$ cat config.mk
export PLATFORM = sky130hd
export DESIGN_NAME = llc_bus_if
export DESIGN_NICKNAME = d
export VERILOG_FILES = /design/src/rtl/llc_bus_if.sv
export SDC_FILE = /design/constraint.sdc
export NUM_CORES = 1
export LEC_CHECK = 0
export ABC_AREA = 1
export CORE_UTILIZATION = 45
export DETAILED_ROUTE_END_ITERATION = 8
export MAX_ROUTING_LAYER = met4
export PLACE_DENSITY_LB_ADDON = 0.12
export REMOVE_ABC_BUFFERS = 1
export SLEW_MARGIN = 20
export SYNTH_ARGS = -nofsm -noshare
export SYNTH_HDL_FRONTEND = slang
export SYNTH_SLANG_ARGS = --single-unit
$ cat constraint.sdc
create_clock -name clk -period 2.6 [get_ports clk]
set_clock_uncertainty 0.1 [all_clocks]
set_input_delay 0.26 -clock clk [delete_from_list [all_inputs] [get_ports clk]]
set_output_delay 0.26 -clock clk [all_outputs]
set_load 0.02 [all_outputs]
$ cat src/rtl/llc_bus_if.sv
// llc_bus_if: queues LLC bus operations (READ/WRITE/INVALIDATE/RWIM), issues them
// one at a time on the system bus with a req/gnt handshake, collects the snoop
// result (with timeout) and returns the completion to the cache.
// Optional macro LLC_BUS_STATS_EN adds saturating per-op and timeout counters.
module llc_bus_if #(
  parameter int ADDR_SIZE     = 32,
  parameter int FIFO_DEPTH    = 4,
  parameter int SNOOP_TIMEOUT = 8
) (
  input  logic                 clk,
  input  logic                 rst,
  input  logic                 req_valid,
  output logic                 req_ready,
  input  logic [2:0]           req_op,
  input  logic [ADDR_SIZE-1:0] req_addr,
  output logic                 bus_req,
  input  logic                 bus_gnt,
  output logic [2:0]           bus_op,
  output logic [ADDR_SIZE-1:0] bus_addr,
  input  logic                 snoop_valid,
  input  logic [1:0]           snoop_result,
  output logic                 resp_valid,
  input  logic                 resp_ready,
  output logic [2:0]           resp_op,
  output logic [ADDR_SIZE-1:0] resp_addr,
  output logic [1:0]           resp_result,
  output logic                 resp_timeout,
  output logic                 busy
`ifdef LLC_BUS_STATS_EN
  ,
  output logic [31:0]          stat_reads,
  output logic [31:0]          stat_writes,
  output logic [31:0]          stat_invals,
  output logic [31:0]          stat_rwims,
  output logic [31:0]          stat_timeouts
`endif
);

  localparam int PTR_W = (FIFO_DEPTH > 1) ? $clog2(FIFO_DEPTH) : 1;
  localparam int CNT_W = $clog2(FIFO_DEPTH) + 1;
  localparam int TMO_W = $clog2(SNOOP_TIMEOUT) + 1;

  localparam logic [2:0] OP_READ  = 3'd1;
  localparam logic [2:0] OP_WRITE = 3'd2;
  localparam logic [2:0] OP_INVAL = 3'd3;
  localparam logic [2:0] OP_RWIM  = 3'd4;

  typedef enum logic [1:0] {IDLE, ISSUE, SNOOP, RESP} state_t;

  // Reserved snoop code 3 is treated as the most conservative answer (HITM).
  function automatic logic [1:0] map_snoop(input logic [1:0] r);
    return (r == 2'd3) ? 2'd2 : r;
  endfunction

  state_t                 state_q, state_d;
  logic [2:0]             fifo_op   [FIFO_DEPTH];
  logic [ADDR_SIZE-1:0]   fifo_addr [FIFO_DEPTH];
  logic [PTR_W-1:0]       wr_ptr, rd_ptr;
  logic [CNT_W-1:0]       count;
  logic                   rdy_q;
  logic                   push, pop, op_ok;
  logic [2:0]             op_q;
  logic [ADDR_SIZE-1:0]   addr_q;
  logic [1:0]             res_q, cap_res;
  logic                   to_q, cap_to, cap_en;
  logic [TMO_W-1:0]       tmo_cnt;
  logic                   cnt_clr, cnt_inc;

  // rdy_q holds req_ready low through reset and for the edge that ends it.
  assign req_ready = rdy_q && (count != CNT_W'(FIFO_DEPTH));
  assign op_ok     = (req_op >= OP_READ) && (req_op <= OP_RWIM);
  assign push      = req_valid && req_ready && op_ok;

  // Queue control: pointers wrap naturally because depth is a power of two.
  always_ff @(posedge clk) begin
    if (!rst) begin
      wr_ptr <= '0;
      rd_ptr <= '0;
      count  <= '0;
      rdy_q  <= 1'b0;
    end else begin
      rdy_q <= 1'b1;
      if (push) wr_ptr <= wr_ptr + PTR_W'(1);
      if (pop)  rd_ptr <= rd_ptr + PTR_W'(1);
      case ({push, pop})
        2'b10:   count <= count + CNT_W'(1);
        2'b01:   count <= count - CNT_W'(1);
        default: count <= count;
      endcase
    end
  end

  // Queue storage: data only, never reset.
  always_ff @(posedge clk) begin
    if (push) begin
      fifo_op[wr_ptr]   <= req_op;
      fifo_addr[wr_ptr] <= req_addr;
    end
  end

  // Next-state logic plus pop, snoop-counter and result-capture strobes.
  always_comb begin
    state_d = state_q;
    pop     = 1'b0;
    cnt_clr = 1'b0;
    cnt_inc = 1'b0;
    cap_en  = 1'b0;
    cap_res = 2'd0;
    cap_to  = 1'b0;
    case (state_q)
      IDLE: begin
        if (count != '0) begin
          pop     = 1'b1;
          state_d = ISSUE;
        end
      end
      ISSUE: begin
        if (bus_gnt) begin
          if (op_q == OP_READ || op_q == OP_RWIM) begin
            cnt_clr = 1'b1;
            state_d = SNOOP;
          end else begin
            cap_en  = 1'b1;
            state_d = RESP;
          end
        end
      end
      SNOOP: begin
        if (snoop_valid) begin
          cap_en  = 1'b1;
          cap_res = map_snoop(snoop_result);
          state_d = RESP;
        end else if (tmo_cnt == TMO_W'(SNOOP_TIMEOUT - 1)) begin
          cap_en  = 1'b1;
          cap_to  = 1'b1;
          state_d = RESP;
        end else begin
          cnt_inc = 1'b1;
        end
      end
      RESP: begin
        if (resp_ready) state_d = IDLE;
      end
      default: state_d = IDLE;
    endcase
  end

  // State and snoop-timeout counter.
  always_ff @(posedge clk) begin
    if (!rst) begin
      state_q <= IDLE;
      tmo_cnt <= '0;
    end else begin
      state_q <= state_d;
      if (cnt_clr)      tmo_cnt <= '0;
      else if (cnt_inc) tmo_cnt <= tmo_cnt + TMO_W'(1);
    end
  end

  // Operation and result registers: data only, loaded on pop and on capture.
  always_ff @(posedge clk) begin
    if (pop) begin
      op_q   <= fifo_op[rd_ptr];
      addr_q <= fifo_addr[rd_ptr];
    end
    if (cap_en) begin
      res_q <= cap_res;
      to_q  <= cap_to;
    end
  end

  // Outputs are gated by state so they read zero whenever not meaningful.
  assign bus_req      = (state_q == ISSUE);
  assign bus_op       = bus_req ? op_q : 3'd0;
  assign bus_addr     = bus_req ? addr_q : '0;
  assign resp_valid   = (state_q == RESP);
  assign resp_op      = resp_valid ? op_q : 3'd0;
  assign resp_addr    = resp_valid ? addr_q : '0;
  assign resp_result  = resp_valid ? res_q : 2'd0;
  assign resp_timeout = resp_valid ? to_q : 1'b0;
  assign busy         = (state_q != IDLE) || (count != '0);

`ifdef LLC_BUS_STATS_EN
  function automatic logic [31:0] sat_inc(input logic [31:0] v);
    return (v == 32'hFFFF_FFFF) ? v : v + 32'd1;
  endfunction

  // Completion statistics, counted on the response handshake.
  always_ff @(posedge clk) begin
    if (!rst) begin
      stat_reads    <= '0;
      stat_writes   <= '0;
      stat_invals   <= '0;
      stat_rwims    <= '0;
      stat_timeouts <= '0;
    end else if (resp_valid && resp_ready) begin
      case (op_q)
        OP_READ:  stat_reads  <= sat_inc(stat_reads);
        OP_WRITE: stat_writes <= sat_inc(stat_writes);
        OP_INVAL: stat_invals <= sat_inc(stat_invals);
        OP_RWIM:  stat_rwims  <= sat_inc(stat_rwims);
        default:  ;
      endcase
      if (to_q) stat_timeouts <= sat_inc(stat_timeouts);
    end
  end
`endif

endmodule

== Word-level counts from Yosys, hierarchy flattened ==
Memory sizes are Yosys's and may differ from the RTL's. A register that Yosys moved wholly into a read port is not among the register bits.
Index checks and enable logic that the tools add are counted.

* Register bits: 17
* RAM bits: 140
* Input bits: 43
* Logic and storage cells: 81
* Memories kept: 2

{| class="wikitable"
|+ Memory list
! name !! depth !! bits a word !! rd ports !! clocked after Yosys merged registers in !! write ports !! RTL line !! RTL
|-
| fifo_addr || 4 || 32 || 1 || 1 || 1 || 57 || <nowiki>logic [ADDR_SIZE-1:0] fifo_addr [FIFO_DEPTH];</nowiki>
|-
| fifo_op || 4 || 3 || 1 || 1 || 1 || 56 || <nowiki>logic [2:0] fifo_op [FIFO_DEPTH];</nowiki>
|}

* $add $sub $neg: 5
* Magnitude comparators: 2
* Equality and inequality tests: 14
* Multiplexer cells: 31
* Bitwise logic cells: 3
* Reduce and logical (&&, ||, !) cells: 15

{| class="wikitable"
|+ Operator list
! kind !! count
|-
| $mux W32 || 2
|-
| $mux W1 || 17
|-
| $mux W2 || 7
|-
| $eq A2 B2 Y1 const B || 4
|-
| $pmux W2 S4 || 1
|-
| $mux W3 || 2
|-
| $ne A3 B3 Y1 const B || 2
|-
| $pmux W3 S2 || 1
|-
| $add A2 B1 Y2 const B || 2
|-
| $add A4 B1 Y4 const B || 1
|-
| $eq A2 B1 Y1 const B || 2
|-
| $eq A4 B3 Y1 const B || 1
|-
| $logic_and A1 B1 Y1 || 4
|-
| $ne A2 B1 Y1 const B || 2
|-
| $reduce_and A4 Y1 || 1
|-
| $reduce_bool A2 Y1 || 2
|-
| $reduce_or A2 Y1 || 2
|-
| $add A3 B1 Y3 const B || 1
|-
| $eq A3 B1 Y1 const B || 1
|-
| $eq A3 B3 Y1 const B || 1
|-
| $ge A3 B1 Y1 const B || 1
|-
| $le A3 B3 Y1 const B || 1
|-
| $not A1 Y1 || 3
|-
| $reduce_bool A3 Y1 || 1
|-
| other kinds (7) || 8
|}

== Longest topological paths before layout ==
Gate-level depths: netlist of the first run.

* Word-level depth: 6
* Gate-level depth with buffers: 12
* Depth with buffers taken out: 12

== Worst setup path before layout of the first run ==
Ideal clock, no wire load.

* Path type: register to register
* Start point: reg count[1]
* End point: mem fifo_addr[2][0] (enable)
* Library setup time: 0.427 ns
* Arrival time: 2.241 ns
* Slack: -0.168 ns
* Stages on the path, launching flop included: 7
* Buffers on the path: 0
* Cell sequence: dfxtp_1 > inv_2 > nand3_1 > nand3_1 > nor2_2 > inv_2 > nor2_1

* Word-level cells in the longest chain between the ends: 6

{| class="wikitable"
|+ RTL lines
! item !! RTL line !! RTL
|-
| from (decl) || 59 || <nowiki>logic [CNT_W-1:0] count;</nowiki>
|-
| from (signal assigned) || 86 || <nowiki>2'b10: count <= count + CNT_W'(1);</nowiki>
|-
| from (signal assigned) || 87 || <nowiki>2'b01: count <= count - CNT_W'(1);</nowiki>
|-
| from (signal assigned) || 88 || <nowiki>default: count <= count;</nowiki>
|-
| $ne A3 B3 Y1 || 70 || <nowiki>assign req_ready = rdy_q && (count != CNT_W'(FIFO_DEPTH));</nowiki>
|-
| $logic_and A1 B1 Y1 || 70 ||
|-
| $logic_and A1 B1 Y1 (2 in series) || 72 || <nowiki>assign push = req_valid && req_ready && op_ok;</nowiki>
|-
| $mux W1 || 95 || <nowiki>if (push) begin</nowiki>
|-
| $mux W1 (implied by the code) || 97 || <nowiki>fifo_addr[wr_ptr] <= req_addr;</nowiki>
|-
| to (decl) || 57 ||
|}

Every way passes these cells.

== Worst setup path in the final report of the first run ==
* Start point: reg state_q[1]
* End point: out bus_addr[23]

* Word-level cells in the longest chain between the ends: 2

{| class="wikitable"
|+ RTL lines
! item !! RTL line !! RTL
|-
| from (decl) || 55 || <nowiki>state_t state_q, state_d;</nowiki>
|-
| from (signal assigned) || 154 || <nowiki>state_q <= state_d;</nowiki>
|-
| $eq A2 B1 Y1 || 173 || <nowiki>assign bus_req = (state_q == ISSUE);</nowiki>
|-
| $mux W32 || 175 || <nowiki>assign bus_addr = bus_req ? addr_q : '0;</nowiki>
|-
| to (decl) || 19 || <nowiki>output logic [ADDR_SIZE-1:0] bus_addr,</nowiki>
|}

Every way passes these cells.

==> results of run 1 <==
-- through the flow --
stage | TNS (ps) | util | power [mW] | instances | setup slack, ps
final | 0 | 0.595 | 9.44 | 1017 | 136
after global placement | 0 | 0.558 | 6.74 | 985 | 266
after CTS | 0 | 0.595 | 9.51 | 1017 | 94.9
after floorplan | -23670 | - | 5.68 | 631 | -168
after global routing | 0 | 0.595 | 9.96 | 1017 | 11.3
after detailed placement | 0 | 0.558 | 6.83 | 985 | 107
-- cell usage in the layout, fill, tap and decap left out, drive strengths merged, types with 4 or more instances in the layout --
| cell | netlist | final |
|---|---|---|
| ha | 11 | 11 |
| o22ai | 35 | 35 |
| nor2 | 88 | 88 |
| a21oi | 12 | 12 |
| clkdlybuf4s50 | 0 | 119 |
| edfxtp | 178 | 178 |
| bufinv | 0 | 4 |
| dfxtp | 14 | 14 |
| o21ai | 79 | 79 |
| nand2 | 92 | 92 |
| nand3 | 10 | 10 |
| clkbuf | 5 | 17 |
| buf | 24 | 15 |
| clkinv | 0 | 7 |
| inv | 102 | 105 |
-- where the power goes --
part | switching [mW] | leakage, nW | internal [mW]
sequential | 0.191 | 1.73 | 3.92
combinational | 1.70 | 1.90 | 0.930
clock | 1.09 | 0.303 | 1.61
total | 2.98 | 3.93 | 6.46
-- logic make-up (layout without fill, tap and decap cells) --
group,count (synthesis),in the layout
AO/OA/AOI/OAI,129,129
XOR/XNOR,3,3
adder cells (fa/ha/maj),12,12
buffers and inverters,131,268
flip-flops,192,192
AND/OR/NAND/NOR,193,193
-- state kept, by name (all words and copies together), names as in the netlist --
signal / flops
count: 3
state_q: 2
rdy_q: 1
wr_ptr: 2
fifo_addr: 128
fifo_op: 12
tmo_cnt: 4
rd_ptr: 2
addr_q: 32
op_q: 3
res_q: 2
to_q: 1
-- layout make-up --
type / instances / area [sq um] / share of cell area
flip-flops and latches: 192 / 5630 / 0.563
repair buffers: 134 / 1380 / 0.138
well taps: 220 / 275 / 0.0275
multi-input cells: 337 / 1720 / 0.172
clock inverters: 15 / 190 / 0.0190
clock buffers: 17 / 425 / 0.0425
inverters: 102 / 385 / 0.0385
-- final timing paths --
kind | start | to | slack (ps)
min | req_addr[29] | fifo_addr[0][29] | 360
min reg2reg | tmo_cnt[1] | tmo_cnt[1] | 390
max | state_q[1] | bus_addr[23] | 140
max reg2reg | state_q[1] | count[2] | 300
-- metal layers --
metal / vias up / global-route usage
li1: 2482 / -
met1: 2451 / 0.250
met2: 129 / 0.322
met3: 17 / 0.0397
met4: 0 / 0.0724
met5: - / -
==> impl_metrics.tcl, run 1 <==
set metrics [dict create \
    fin_area_sq_um 10000 \
    slowest_stage "clkdlybuf4s50_1" \
    ys_top_cells_by_count "edfxtp_1, inv_1, nand2_1, nor2_1, o21ai_0" \
    layout-drive-gt1-share 0.0853 \
    status "completed" \
    synth-compound-area-share 0.0915 \
    cts-root-buf "clkbuf_16" \
    yosys_register_bits 192 \
    finalHoldViolCount 0 \
    critPathLaunchType "flip-flop" \
    slew_viol_final 0 \
    synthAdderAreaFrac 0.0201 \
    rsz0062_at_grt "false" \
    dieWidth_um 134 \
    start_util 0.467 \
    yosys_warnings 0 \
    cts_made_buffers 17 \
    antenna_found_initial 0 \
    max_stage_delay_ps 610 \
    yosysTopAreaCell "edfxtp_1" \
    grt_use_total 0.199 \
    cp.arrival_ps 2100 \
    hpwl_um 9700 \
    final_nets 839 \
    maxCapViolations 0 \
    cp.buffers_inverters 4 \
    yosys.area_share.simple 0.0999 \
    synth_mux_area_frac 0 \
    place_area_sq_um 9390 \
    area_growth_pct 27.4 \
    path_max_fanout 39 \
    dr_wl_met2_um 8050 \
    die_y_um 134 \
    synth_xor_area_frac 0.00335 \
    synth.avg_cell_area_sq_um 11.9 \
    top_layer_used "met4" \
    path_clk_slew_ps 60 \
    cts_tree "done" \
    tightestPinTransition_ps 704 \
    post-cts-setup-buffers 0 \
    yosysSeqAreaShare 0.716 \
    synth_top_family_by_area "simple AND/OR/NAND/NOR gates" \
    postRouteAntennaNets 0 \
    synthFlopType "edfxtp_1" \
    drt-wirelength-per-cell_um 15.8 \
    postCtsHoldBufs 0 \
    core_area_sq_um 16800 \
    rr_worst_depth 11 \
    grt-ovfl-total 0 \
    worstHoldPathType "primary input to flip-flop" \
    ir_worst_vdd_uv 572 \
    grt_max_degree 71 \
    crit_type "flip-flop to output pin" \
    vias_per_cell 4.99 \
    wl_met1_um 7190 \
    yosys-top-cells-area "edfxtp_1, inv_1, nand2_1" \
    clockBufferDepth 2 \
    worstSetupPathDepth 6 \
    syn_inst 660 \
    drc 0 \
    clk-insertion-delay-late_ps 420 \
    crit_required_ps 2240 \
    hold_depth 1 \
    async_reset_ff_frac 0 \
    p_leak_nw 3.93 \
    slew_headroom 0.530 \
    port_buffers 119 \
    dieArea_sq_um 18000 \
    io_pins 120 \
    grt_pass1_vias 4999 \
    htree_levels 4 \
    fillers 1316 \
    critical_path.most_common_cell "inv_1" \
    cpLargestDelayFamily "buffers and inverters" \
    whs_ps 363 \
    fmax_mhz 406 \
    netlist_area_sq_um 7850 \
    synth_edf_count 178 \
    cts_resized 0 \
    min_period_ps 2460 \
    setup_violations 0 \
    synth.most_common_cell "edfxtp_1" \
    yosysTopAreaCellShare 0.681 \
    wl_met3_um 640 \
    cp_cell_sequence "inv_1 -> ha_2 -> buf_12 -> nand2_1 -> inv_1 -> clkdlybuf4s50_1" \
    dr.pass1.iters 5 \
    timing.final.crit_share 0.948 \
    yosys.cell_types.count 31 \
    cellPowerDensity_nw_per_um2 943 \
    grt_pass1_wl_um 26000 \
    num_vias 5079 \
    gp_congestion 0.747 \
    endpoint_kind "output pin" \
    drtIter0Drc 320 \
    cts_sinks 192 \
    core.rowCount 47 \
    diodes 0 \
    routed_wl_um 16100 \
]
No activity file was read; power rests on OpenSTA's default activity.
==> inputs of run 2 (changes only) <==
--- a/config.mk
+++ b/config.mk
@@ -11,7 +11,7 @@
 export MAX_ROUTING_LAYER = met4
 export PLACE_DENSITY_LB_ADDON = 0.12
 export REMOVE_ABC_BUFFERS = 1
-export SLEW_MARGIN = 20
+export SLEW_MARGIN = 15
 export SYNTH_ARGS = -nofsm -noshare
 export SYNTH_HDL_FRONTEND = slang
 export SYNTH_SLANG_ARGS = --single-unit
==> results of run 2 <==
Same layout as run 1: the final DEF is identical, and so are final timing and power.
==> inputs of run 3 (changes only) <==
--- a/config.mk
+++ b/config.mk
@@ -6,6 +6,7 @@
 export NUM_CORES = 1
 export LEC_CHECK = 0
 export ABC_AREA = 1
+export CORE_ASPECT_RATIO = 0.9
 export CORE_UTILIZATION = 45
 export DETAILED_ROUTE_END_ITERATION = 8
 export MAX_ROUTING_LAYER = met4
==> run 3 against run 2 <==
Critical path depth unchanged. Power decreased by 4.1%. Clock-buffer cell count rose by 2. Combinational power hardly changed. Sequential share of layout area grew 0.43 points. Routed wire length shrank 1.4%. Clock power is 13% lower. Largest cell class unchanged. Hold slack improved by 10 ps. Register-to-register slack gained 70 ps. Critical endpoint is now bus_addr[31].
==> impl_metrics.tcl, run 3 (synthesis gave the netlist of run 1 again) <==
set metrics [dict create \
    slew_headroom 0.516 \
    core_area_sq_um 16900 \
    p_leak_nw 3.87 \
    cts-root-buf "clkbuf_16" \
    start_util 0.463 \
    endpoint_kind "output pin" \
    status "completed" \
    max_stage_delay_ps 590 \
    critical_path.most_common_cell "inv_1" \
    setup_violations 0 \
    io_pins 120 \
    cts_sinks 192 \
    power.total_mw 9.05 \
    final_cell_mix "edfxtp_1, clkdlybuf4s50_1, inv_1" \
    dr.pass1.iters 5 \
    reg2reg_slack_ps 370 \
    gp_congestion 0.814 \
    crit_type "flip-flop to output pin" \
    grt_max_degree 74 \
    finalHoldViolCount 0 \
    largest_reg_flops 128 \
    cts_made_buffers 17 \
    antenna_found_initial 0 \
    cts_tree "done" \
    reg2reg_from "state_q[1]" \
    post-cts-setup-buffers 0 \
    clockBufferDepth 2 \
    drc 0 \
    cp_cell_sequence "inv_1 -> ha_2 -> buf_12 -> nand2_1 -> inv_1 -> clkdlybuf4s50_1" \
    grt-ovfl-total 0 \
    hpwl_um 9650 \
    fmax_mhz 404 \
    clk-insertion-delay-late_ps 430 \
    layout-drive-gt1-share 0.0792 \
    slowest_stage "clkdlybuf4s50_1" \
    core.rowCount 45 \
    final_common_cell "edfxtp_1" \
    dieArea_sq_um 18000 \
    regMostFlops "fifo_addr" \
    grt_pass1_vias 4898 \
    crit_required_ps 2240 \
    crit_path_end "bus_addr[31]" \
    top_regs "fifo_addr: 128 flops, addr_q: 32 flops, fifo_op: 12 flops" \
    tightestPinTransition_ps 726 \
    diodes 0 \
    num_vias 5094 \
    htree_levels 4 \
    cellPowerDensity_nw_per_um2 912 \
    rr_worst_depth 11 \
    grt_pass1_wl_um 25300 \
    place_area_sq_um 9400 \
    path_clk_slew_ps 60 \
    worstHoldPathType "primary input to flip-flop" \
    vias_per_cell 4.95 \
    cp.arrival_ps 2120 \
    final_core_util 0.586 \
    grt_use_total 0.193 \
    drtIter0Drc 339 \
    timing.final.crit_share 0.952 \
    die_y_um 127 \
    critPathLaunchType "flip-flop" \
    cts_resized 0 \
    rsz0062_at_grt "false" \
    ir_worst_vdd_uv 561 \
    area_growth_pct 26.4 \
    routed_wl_um 15900 \
    fin_area_sq_um 9930 \
    port_buffers 119 \
    drt-wirelength-per-cell_um 15.4 \
    min_period_ps 2480 \
    maxCapViolations 0 \
    dieWidth_um 141 \
    postCtsHoldBufs 0 \
    r2r-end "count[2]" \
    fillers 1352 \
    path_max_fanout 39 \
    slew_viol_final 0 \
    final_nets 838 \
    postRouteAntennaNets 0 \
    crit_start "state_q[1]" \
]
[run 3: worst min-delay path by stage]
stage | from | to | slack (ps) | depth (start not counted)
6_report | req_addr[25] | fifo_addr[3][25] | 370 | 1
2_1_floorplan | rst | rdy_q | 190 | 0
3_3_place_gp | tmo_cnt[1] | tmo_cnt[1] | 370 | 2
4_1_cts | req_addr[25] | fifo_addr[0][25] | 350 | 1
5_1_grt | req_addr[21] | fifo_addr[0][21] | 370 | 1
3_5_place_dp | tmo_cnt[1] | tmo_cnt[1] | 380 | 2
[run 3: critical path, delay by kind of cell (launching register included)]
family,cells,cell delay [ps]
simple gates,1,90
fa+ha+maj,1,220
buf+inv,4,1010
flops,1,330
[run 3: power by group]
| part | internal, mW | leakage (nW) | switching (mW) | total (mW) |
|---|---|---|---|---|
| Sequential | 3.92 | 1.73 | 0.184 | 4.11 |
| Combinational | 0.920 | 1.89 | 1.69 | 2.61 |
| Clock | 1.30 | 0.251 | 1.04 | 2.34 |
| Total | 6.14 | 3.87 | 2.91 | 9.05 |
[run 3: stage by stage]
stage | worst slack [ps] | hold slack, ps | TNS [ps] | std cells
finish | 124 | 373 | 0 | 1030
global route | 7.75 | 368 | 0 | 1030
CTS | 100 | 353 | 0 | 1030
detailed placement | 144 | 378 | 0 | 999
global placement | 237 | 369 | 0 | 999
floorplan | -168 | 188 | -23670 | 631
[run 3: layer usage]
| metal | wire (um) | GRT usage | vias up |
|---|---|---|---|
| met4 | 234 | 0.0710 | 0 |
| li1 | - | - | 2485 |
| met1 | 7270 | 0.245 | 2459 |
| met3 | 820 | 0.0439 | 23 |
| met2 | 7550 | 0.305 | 127 |
| met5 | 0 | - | - |
[run 3: final cells by class]
type | count | area (sq um) | area share
well taps | 235 | 294 | 0.0296
clock buffers | 19 | 433 | 0.0436
clock inverters | 12 | 96.3 | 0.00970
flip-flops and latches | 192 | 5630 | 0.567
inverters | 102 | 385 | 0.0388
repair buffers | 133 | 1370 | 0.138
multi-input cells | 337 | 1720 | 0.173
